[src/rtl/dffsr_ctrl_pkg.sv]
// Shared definitions for the set/clear flip-flop bank sequencer.
//   - command op encoding (OP_LOAD .. OP_READ)
//   - sequencer FSM state enum
//   - width of the saturating mismatch counter
package dffsr_ctrl_pkg;

    localparam logic [1:0] OP_LOAD = 2'd0;
    localparam logic [1:0] OP_SET  = 2'd1;
    localparam logic [1:0] OP_CLR  = 2'd2;
    localparam logic [1:0] OP_READ = 2'd3;

    localparam int ERR_CNT_W = 8;

    typedef enum logic [2:0] {
        ST_IDLE,
        ST_PULSE,
        ST_SETTLE,
        ST_CHECK,
        ST_RESP
    } state_e;

endpackage

[src/rtl/dffsr_cyc_timer.sv]
// Loadable down-counter used to time the PULSE and SETTLE windows.
//   clk_i      : clock
//   rst_i      : synchronous active-high reset
//   load_i     : reload the counter with load_val_i this cycle
//   load_val_i : number of cycles the window should last
//   done_o     : high in the last cycle of the window
// The counter stops at zero rather than wrapping.
module dffsr_cyc_timer
    import dffsr_ctrl_pkg::*;
#(
    parameter int CNT_W = 2
) (
    input  logic             clk_i,
    input  logic             rst_i,
    input  logic             load_i,
    input  logic [CNT_W-1:0] load_val_i,
    output logic             done_o
);

    logic [CNT_W-1:0] cnt_q, cnt_d;

    always_comb begin
        cnt_d = cnt_q;
        if (load_i) begin
            cnt_d = load_val_i;
        end else if (cnt_q != '0) begin
            cnt_d = cnt_q - 1'b1;
        end
    end

    always_ff @(posedge clk_i) begin
        if (rst_i) begin
            cnt_q <= '0;
        end else begin
            cnt_q <= cnt_d;
        end
    end

    assign done_o = (cnt_q == CNT_W'(1));

endmodule

[src/rtl/dffsr_ctrl_seq.sv]
// Command sequencer driving a WIDTH-bit set/clear flip-flop bank.
//   clk_i, rst_i            : clock, synchronous active-high reset
//   cmd_valid_i/cmd_ready_o : command handshake
//   cmd_op_i                : LOAD/SET/CLR/READ
//   cmd_mask_i, cmd_data_i  : SET/CLR bit mask, LOAD value
//   d_o, set_o, clr_o       : registered drives to the bank
//   q_i                     : bank output
//   rsp_valid_o/rsp_ready_i : response handshake
//   rsp_q_o, rsp_err_o      : sampled Q and mismatch flag
//   err_cnt_o               : saturating mismatch count
//
// state     | meaning
// ST_IDLE   | ready for a command
// ST_PULSE  | driving D / SET / CLR for PULSE_CYC cycles
// ST_SETTLE | SET/CLR released, waiting SETTLE_CYC cycles
// ST_CHECK  | sample Q and compare against expected
// ST_RESP   | response held until consumed
module dffsr_ctrl_seq
    import dffsr_ctrl_pkg::*;
#(
    parameter int WIDTH      = 2,
    parameter int PULSE_CYC  = 2,
    parameter int SETTLE_CYC = 1
) (
    input  logic                 clk_i,
    input  logic                 rst_i,
    input  logic                 cmd_valid_i,
    output logic                 cmd_ready_o,
    input  logic [1:0]           cmd_op_i,
    input  logic [WIDTH-1:0]     cmd_mask_i,
    input  logic [WIDTH-1:0]     cmd_data_i,
    output logic [WIDTH-1:0]     d_o,
    output logic [WIDTH-1:0]     set_o,
    output logic [WIDTH-1:0]     clr_o,
    input  logic [WIDTH-1:0]     q_i,
    output logic                 rsp_valid_o,
    input  logic                 rsp_ready_i,
    output logic [WIDTH-1:0]     rsp_q_o,
    output logic                 rsp_err_o,
    output logic [ERR_CNT_W-1:0] err_cnt_o
);

    localparam int MAX_CYC = (PULSE_CYC > SETTLE_CYC) ? PULSE_CYC : SETTLE_CYC;
    localparam int CNT_W   = $clog2(MAX_CYC + 1);

    state_e                 state_q, state_d;
    logic [1:0]             op_q, op_d;
    logic [WIDTH-1:0]       mask_q, mask_d;
    logic [WIDTH-1:0]       data_q, data_d;
    logic [WIDTH-1:0]       qb_q, qb_d;
    logic [WIDTH-1:0]       d_q, d_d;
    logic [WIDTH-1:0]       set_q, set_d;
    logic [WIDTH-1:0]       clr_q, clr_d;
    logic                   cmd_ready_q, cmd_ready_d;
    logic                   rsp_valid_q, rsp_valid_d;
    logic [WIDTH-1:0]       rsp_q_q, rsp_q_d;
    logic                   rsp_err_q, rsp_err_d;
    logic [ERR_CNT_W-1:0]   err_cnt_q, err_cnt_d;
    logic [WIDTH-1:0]       exp_val;
    logic                   tmr_load, tmr_done;
    logic [CNT_W-1:0]       tmr_val;

    dffsr_cyc_timer #(.CNT_W(CNT_W)) u_timer (
        .clk_i      (clk_i),
        .rst_i      (rst_i),
        .load_i     (tmr_load),
        .load_val_i (tmr_val),
        .done_o     (tmr_done)
    );

    always_comb begin
        case (op_q)
            OP_LOAD: exp_val = data_q;
            OP_SET:  exp_val = qb_q | mask_q;
            OP_CLR:  exp_val = qb_q & ~mask_q;
            default: exp_val = qb_q;
        endcase
    end

    always_comb begin
        state_d   = state_q;
        op_d      = op_q;
        mask_d    = mask_q;
        data_d    = data_q;
        qb_d      = qb_q;
        rsp_q_d   = rsp_q_q;
        rsp_err_d = rsp_err_q;
        err_cnt_d = err_cnt_q;

        case (state_q)
            ST_IDLE: begin
                // cmd_ready_q is still low on the first cycle out of reset
                if (cmd_valid_i && cmd_ready_q) begin
                    op_d    = cmd_op_i;
                    mask_d  = cmd_mask_i;
                    data_d  = cmd_data_i;
                    qb_d    = q_i;
                    state_d = (cmd_op_i == OP_READ) ? ST_CHECK : ST_PULSE;
                end
            end
            ST_PULSE: begin
                if (tmr_done) begin
                    state_d = (SETTLE_CYC == 0) ? ST_CHECK : ST_SETTLE;
                end
            end
            ST_SETTLE: begin
                if (tmr_done) begin
                    state_d = ST_CHECK;
                end
            end
            ST_CHECK: begin
                rsp_q_d   = q_i;
                rsp_err_d = (q_i != exp_val);
                if ((q_i != exp_val) && (err_cnt_q != '1)) begin
                    err_cnt_d = err_cnt_q + 1'b1;
                end
                state_d = ST_RESP;
            end
            ST_RESP: begin
                if (rsp_ready_i) begin
                    state_d = ST_IDLE;
                end
            end
            default: state_d = ST_IDLE;
        endcase

        // Outputs are registered, so they are decoded from the next state.
        set_d       = (state_d == ST_PULSE && op_d == OP_SET) ? mask_d : '0;
        clr_d       = (state_d == ST_PULSE && op_d == OP_CLR) ? mask_d : '0;
        d_d         = (state_d == ST_PULSE && op_d == OP_LOAD) ? data_d : d_q;
        cmd_ready_d = (state_d == ST_IDLE);
        rsp_valid_d = (state_d == ST_RESP);

        tmr_load = (state_d != state_q);
        if (state_d == ST_PULSE) begin
            tmr_val = CNT_W'(PULSE_CYC);
        end else if (state_d == ST_SETTLE) begin
            tmr_val = CNT_W'(SETTLE_CYC);
        end else begin
            tmr_val = '0;
        end
    end

    always_ff @(posedge clk_i) begin
        if (rst_i) begin
            state_q     <= ST_IDLE;
            op_q        <= '0;
            mask_q      <= '0;
            data_q      <= '0;
            qb_q        <= '0;
            d_q         <= '0;
            set_q       <= '0;
            clr_q       <= '0;
            cmd_ready_q <= 1'b0;
            rsp_valid_q <= 1'b0;
            rsp_q_q     <= '0;
            rsp_err_q   <= 1'b0;
            err_cnt_q   <= '0;
        end else begin
            state_q     <= state_d;
            op_q        <= op_d;
            mask_q      <= mask_d;
            data_q      <= data_d;
            qb_q        <= qb_d;
            d_q         <= d_d;
            set_q       <= set_d;
            clr_q       <= clr_d;
            cmd_ready_q <= cmd_ready_d;
            rsp_valid_q <= rsp_valid_d;
            rsp_q_q     <= rsp_q_d;
            rsp_err_q   <= rsp_err_d;
            err_cnt_q   <= err_cnt_d;
        end
    end

    assign d_o         = d_q;
    assign set_o       = set_q;
    assign clr_o       = clr_q;
    assign cmd_ready_o = cmd_ready_q;
    assign rsp_valid_o = rsp_valid_q;
    assign rsp_q_o     = rsp_q_q;
    assign rsp_err_o   = rsp_err_q;
    assign err_cnt_o   = err_cnt_q;

endmodule

[config.mk]
export PLATFORM = sky130hd
export DESIGN_NAME = dffsr_ctrl_seq
export DESIGN_NICKNAME = d
export VERILOG_FILES = /design/src/rtl/dffsr_ctrl_pkg.sv /design/src/rtl/dffsr_cyc_timer.sv /design/src/rtl/dffsr_ctrl_seq.sv
export SDC_FILE = /design/constraint.sdc
export NUM_CORES = 1
export LEC_CHECK = 0
export BUFFER_PORTS_ARGS = -buffer_cell sky130_fd_sc_hd__buf_2
export CORE_ASPECT_RATIO = 1.1
export CORE_MARGIN = 1.5
export CORE_UTILIZATION = 60
export CTS_BUF_LIST = sky130_fd_sc_hd__clkbuf_8
export CTS_CLUSTER_DIAMETER = 80
export DETAILED_ROUTE_END_ITERATION = 7
export PLACE_DENSITY = 0.87
export SETUP_SLACK_MARGIN = 0.05
export SLEW_MARGIN = 20
export SYNTH_ARGS = -nofsm -noshare
export SYNTH_HDL_FRONTEND = slang
export SYNTH_SLANG_ARGS = --single-unit
[constraint.sdc]
create_clock -name clk_i -period 3.5 [get_ports clk_i]
set_input_delay 0.35 -clock clk_i [delete_from_list [all_inputs] [get_ports clk_i]]
set_output_delay 0.35 -clock clk_i [all_outputs]
set_load 0.02 [all_outputs]
# Yosys cells after proc, flatten, opt, wreduce, memory -nomap -nowiden
# Index checks and enable logic that the tools add are counted.
# totals
in_bits	12
reg_bits	32
# op_classes
n_reduce_logical	15
add_sub_neg	2
muxes	17
bitwise	5
eq_ne	16
# op_table
op	count
two-way mux 2 bit	10
case mux 3 bit (5 select lines)	1
two-way mux 3 bit	4
== test 3 x 2 -> 1 bit, second input constant	3
adder 8 x 1 -> 8 bit, second input constant	1
inequality test 8 bit, second input constant	1
== test 2 x 1 -> 1 bit, second input constant	3
== test 2 bit, second input constant	3
== test 3 x 1 -> 1 bit, second input constant	2
== test 3 bit, second input constant	2
zero test 3 bit	2
case mux 2 bit (3 select lines)	1
logical AND 1 bit	5
zero test 2 bit	2
AND reduction 2 bit	2
nonzero test 2 bit	2
OR reduction 2 bit	2
inequality test 3 bit	1
AND 2 bit	1
inequality test 2 bit	1
inverter 1 bit	2
inverter 2 bit	1
OR 2 bit	1
subtractor 2 x 1 -> 2 bit, second input constant	1
two-way mux 1 bit	1

# Longest topological paths before layout
# logic_depth
ltp_word	8
depth_mapped	8

# Hierarchy
# From an unflattened synthesis, not the netlist that was laid out.
# unflattened
cells_unflattened	183
area_unflattened_um2	1555.2
# modules_own_cells
mod	n_inst	area_per_inst_um2	cells_each
dffsr_ctrl_seq	1	1423.9	169
dffsr_cyc_timer	1	131.4	14

# Worst setup path before layout
# No wires, ideal clock.
# synth_path
path_kind	reg-to-reg
startpoint	register mask_q[1]
endpoint	register err_cnt_q[5] (netlist: err_cnt_o[5])
arrival_ns	1.749
path_slack_ns	1.627
required_ns	3.377
path_stages_with_launch	8
path_cell_list	dfxtp_1 and2b_1 a211oi_1 or3_1 and4_4 buf_6 nor4_1 mux2_1
# synth_between
elab_chain_len	6
word_cells_on_any_way	7
# synth_rtl
element	line	rtl
start, declared	dffsr_ctrl_seq.sv:48	logic [WIDTH-1:0] mask_q, mask_d;
start signal, assigned	dffsr_ctrl_seq.sv:162	mask_q <= mask_d;
inverter 2 bit	dffsr_ctrl_seq.sv:75	OP_CLR: exp_val = qb_q & ~mask_q;
AND 2 bit	dffsr_ctrl_seq.sv:75	
case mux 2 bit (3 select lines) (*)	dffsr_ctrl_seq.sv:72	case (op_q)
inequality test 2 bit (*)	dffsr_ctrl_seq.sv:114	if ((q_i != exp_val) && (err_cnt_q != '1)) begin
logical AND 1 bit (*)	dffsr_ctrl_seq.sv:114	
AND reduction 2 bit (no line) (*)	n/a	
end signal, assigned	dffsr_ctrl_seq.sv:172	err_cnt_q <= err_cnt_d;
end, declared	dffsr_ctrl_seq.sv:58	logic [ERR_CNT_W-1:0] err_cnt_q, err_cnt_d;
# Mark *: on every way between the ends. The rest lies on a longest branch, timed or not.
# A chain may end at the register's enable or synchronous reset.

# Worst setup path after layout
# layout_path
startpoint	register state_q[1]
endpoint	register err_cnt_q[5] (netlist: err_cnt_o[5])
# layout_between
elab_chain_len	2
# layout_rtl
element	line	rtl
start, declared	dffsr_ctrl_seq.sv:46	state_e state_q, state_d;
start signal, assigned	dffsr_ctrl_seq.sv:160	state_q <= state_d;
== test 3 x 2 -> 1 bit	dffsr_ctrl_seq.sv:90	case (state_q)
AND reduction 2 bit (no line)	n/a	
# No other way between the ends.

==> results by stage <==
Logic synthesis:
- The post-synthesis instance area is 1470 sq um.
- By instance count, the leading cell after synthesis is sky130_fd_sc_hd__dfxtp_1.
- The flop and latch count out of synthesis is 32.
- The average size of a mapped cell is about 8.4 sq um.
- The synthesized design contains 0 enable-type register cells.
- The number of nets produced by synthesis is roughly 190.
- Sorting the synthesized cells by area gives the leading types as sky130_fd_sc_hd__dfxtp_1, sky130_fd_sc_hd__nor2_1, sky130_fd_sc_hd__mux2i_1, sky130_fd_sc_hd__a21oi_1, sky130_fd_sc_hd__nand2_1.
- The proportion of netlist area held by the largest area contributor is 0.436.
- The share of the yosys chip area belonging to registers is 0.436.
- Ranked by instance count, the synthesized netlist is headed by sky130_fd_sc_hd__dfxtp_1, sky130_fd_sc_hd__nor2_1, sky130_fd_sc_hd__nand2_1, sky130_fd_sc_hd__a21oi_1, sky130_fd_sc_hd__mux2i_1.
- Synthesis instantiated 37 different standard cells from the library.
- The cell taking the most area after synthesis is sky130_fd_sc_hd__dfxtp_1.
- The share of async-settable or async-resettable flops after synthesis is 0.
- The number of warnings printed during yosys synthesis is 0.
- Counting every instance in the synthesized netlist gives 174.
- The predominant post-synthesis flop cell is sky130_fd_sc_hd__dfxtp_1.

Clocking:
- The clock net in this run drives a total of 32 sinks.
- The total of cells resized after clock tree synthesis is 0.
- After clock tree synthesis, the setup repair step added 0 buffers.
- The count of hold-fix buffers inserted at cts is 0.
- The TritonCTS clock tree is built.
- The cell at the root of the clock tree is sky130_fd_sc_hd__clkbuf_8.
- The clock latency of the later-clocked register in the worst-skew pair is roughly 0.29 ns.
- The clock-pin slew of the registers on the worst-case setup and hold paths is 0.07 ns.
- TritonCTS created 5 clock buffers.
- The clock passes through at most 2 buffers.
- The number of H-tree levels is 2.

Floorplan:
- The horizontal die dimension is 50.2 um.
- The area of the die is 2760 sq um.
- In this run the standard cell core region covers 2270 sq um.
- The effective utilization at floorplan is 0.646.
- The number of ports placed on the die boundary is 31.
- Measured along the y axis, the die boundary spans 54.9 um.
- The floorplan has 18 rows.

Routing:
- The average wire per standard cell is 13.1 um.
- The met2 layer wire length in the routed design is roughly 1500 um.
- The average via count per standard cell is 5.60.
- For this run, the detailed router's first-pass iteration total came to 4.
- The remaining number of nets flagged by the antenna check after routing is 0.
- The highest layer touched by signal routing is met4.
- In the final routing, the length of wire on met1 measures 1340 um.
- The number of violations reported at the end of detailed-routing iteration 0 is 55.
- The met3 wire length is 188 um.
- The aggregate routed wire length is ~3100 um.
- The routed layout has 1,333 vias.
- The DRC violation count after routing is 0.

Power:
- The largest voltage drop on the vdd net is 0.000577 V.
- For this design the static power due to leakage is 0.741 nW.
- The post-route total power is 993 uW.
- In this run the power density over the cells is 574 nW/um^2.

Placed design:
- The sum of net half-perimeters after detailed placement is 2190 um.
- Routability-driven placement finished with a final weighted congestion of 0.932.
- During placement, the flow inserted port buffers numbering 30.

Timing:
- The total count of max-transition violations in the final report is 0.
- The number of hold violations in the final report is 0.
- The worst relative slew slack is 0.578.
- The clock period could shrink to 1.96 ns.
- For the pin with the worst max-slew slack, the measured transition is 0.626 ns.
- Setup total negative slack on the finished layout was measured at 0 ns.
- The clock arrives with 0.00542 ns of skew.
- Setup repair after global routing left no endpoint under its margin.
- Dividing the final minimum period by the clock period gives 0.561.
- Derived from the worst setup path, the maximum achievable clock frequency is 0.509 GHz.
- The final setup violation count is 0.

Cells and area:
- In the final layout, the share of cells above drive strength 1 is 0.212.
- After the last flow step, the layout net total stands at 222.
- The number of antenna diodes is 0.
- The growth of design area from synthesis to finish is 17.7%.
- The final core utilization is 0.761.

GRT:
- The number of antenna violations at the first check in global routing came to 0.
- The total routing resource utilization after global routing is 0.262.
- The number of global-route vias before repair is around 1,200.
- Entering global routing, the biggest net connects 32 pins.
- The first global-routing pass estimated 5250 um of wire.
- Summed over all layers, the global routing overflow is 0.

Setup path:
- The maximum fanout encountered on the critical timing path is 8.
- The data arrival time of the critical path is 2.14 ns.
- The path depth of the worst reg2reg path is 5.
- The worst setup path is captured at a flip-flop.
- The most critical setup path has its startpoint at state_q[1].
- The launching element type of the critical path is a flip-flop.
- For the worst setup path, the data required time is 3.68 ns.
- The critical setup path kind is flip-flop to flip-flop.
- The capture point of the worst reg-to-reg path is err_cnt_o[5].
- The worst setup slack for register-to-register paths is 1.54 ns.
- In this run the critical register-to-register path is launched from state_q[1].

Worst hold path:
- The worst hold path passes through 3 cells.
- The hold path startpoint is q_i[1].
- The endpoint with the worst hold slack is rsp_q_o[1].
- The kind of path behind the tightest hold check is input pin to flip-flop.

Job:
- Max-cap violations in this run came to 0.

Status:
- The flow ran to the end, and the final reports show no timing, DRC or antenna violations.
## where the power goes
group / total, mW / internal [mW] / switching (mW)
logic: 0.276 / 0.114 / 0.162
clock network: 0.289 / 0.157 / 0.132
registers: 0.428 / 0.399 / 0.0289
total: 0.993 / 0.670 / 0.323
## logic make-up (layout without fill, tap and decap cells)
logic type      after synthesis  after routing  share of synthesized area
simple gates                 81             81                      0.274
buf+inv                      11             45                     0.0340
compound gates               33             33                      0.134
flops                        32             32                      0.436
mux                          13             13                     0.0911
fa+ha+maj                     3              3                     0.0255
xor+xnor                      1              1                    0.00596
## stage by stage
stage	instances	instance area [sq um]	hold WS (ns)	worst slack [ns]
4_1_cts	238	1730	0.327	1.55
3_5_place_dp	230	1640	0.457	1.56
2_1_floorplan	174	1470	0.461	1.63
6_report	238	1730	0.340	1.54
5_1_grt	238	1730	0.345	1.28
3_3_place_gp	230	1640	0.440	1.66
## cell type report
type	count	area (sq um)
clock buffer	6	82.6
clock inverter	2	10.0
fill	180	544
inverter	6	22.5
multi-input combinational	131	779
sequential	32	641
tap	30	37.5
timing repair buffer	31	158
## registers in the layout, summed over array words and instances (netlist names)
signal	count
rsp_err_o	1
u_timer.cnt_q	2
state_q	3
qb_q	2
err_cnt_o	8
data_q	2
d_o	2
clr_o	2
set_o	2
op_q	2
cmd_ready_o	1
mask_q	2
rsp_valid_o	1
rsp_q_o	2
## per-layer routing
layer / vias to the layer above / GRT usage
met5: - / 0
met1: 609 / 0.303
met3: 6 / 0.0968
met4: 0 / 0.102
li1: 676 / -
met2: 42 / 0.447
## layout by cell type, fill, tap and decap left out, drive strengths merged, types with 5 or more instances in the layout
master / instances
buf: 31
inv: 6
o21ai: 8
nand2b: 5
a21oi: 12
nand3: 6
mux2i: 10
nor2b: 5
nand2: 16
nor2: 28
clkbuf: 6
dfxtp: 32
## critical path, stage by stage, from the launching register on
cell and delay, ns:
sky130_fd_sc_hd__dfxtp_1 0.47, sky130_fd_sc_hd__nand2_1 0.10, sky130_fd_sc_hd__nor2_1 0.33, sky130_fd_sc_hd__nand2_1 0.26, sky130_fd_sc_hd__nor4_1 0.35, sky130_fd_sc_hd__mux2_1 0.35
## worst max-delay path by stage
| stage | end | slack (ns) | cells past startpoint |
|---|---|---|---|
| 3_5_place_dp | err_cnt_o[7] | 1.56 | 5 |
| 3_3_place_gp | err_cnt_o[5] | 1.66 | 6 |
| 5_1_grt | err_cnt_o[5] | 1.28 | 5 |
| 2_1_floorplan | err_cnt_o[5] | 1.63 | 7 |
| 4_1_cts | err_cnt_o[7] | 1.55 | 5 |
| 6_report | err_cnt_o[5] | 1.54 | 5 |
No activity file was read; power rests on OpenSTA's default activity.
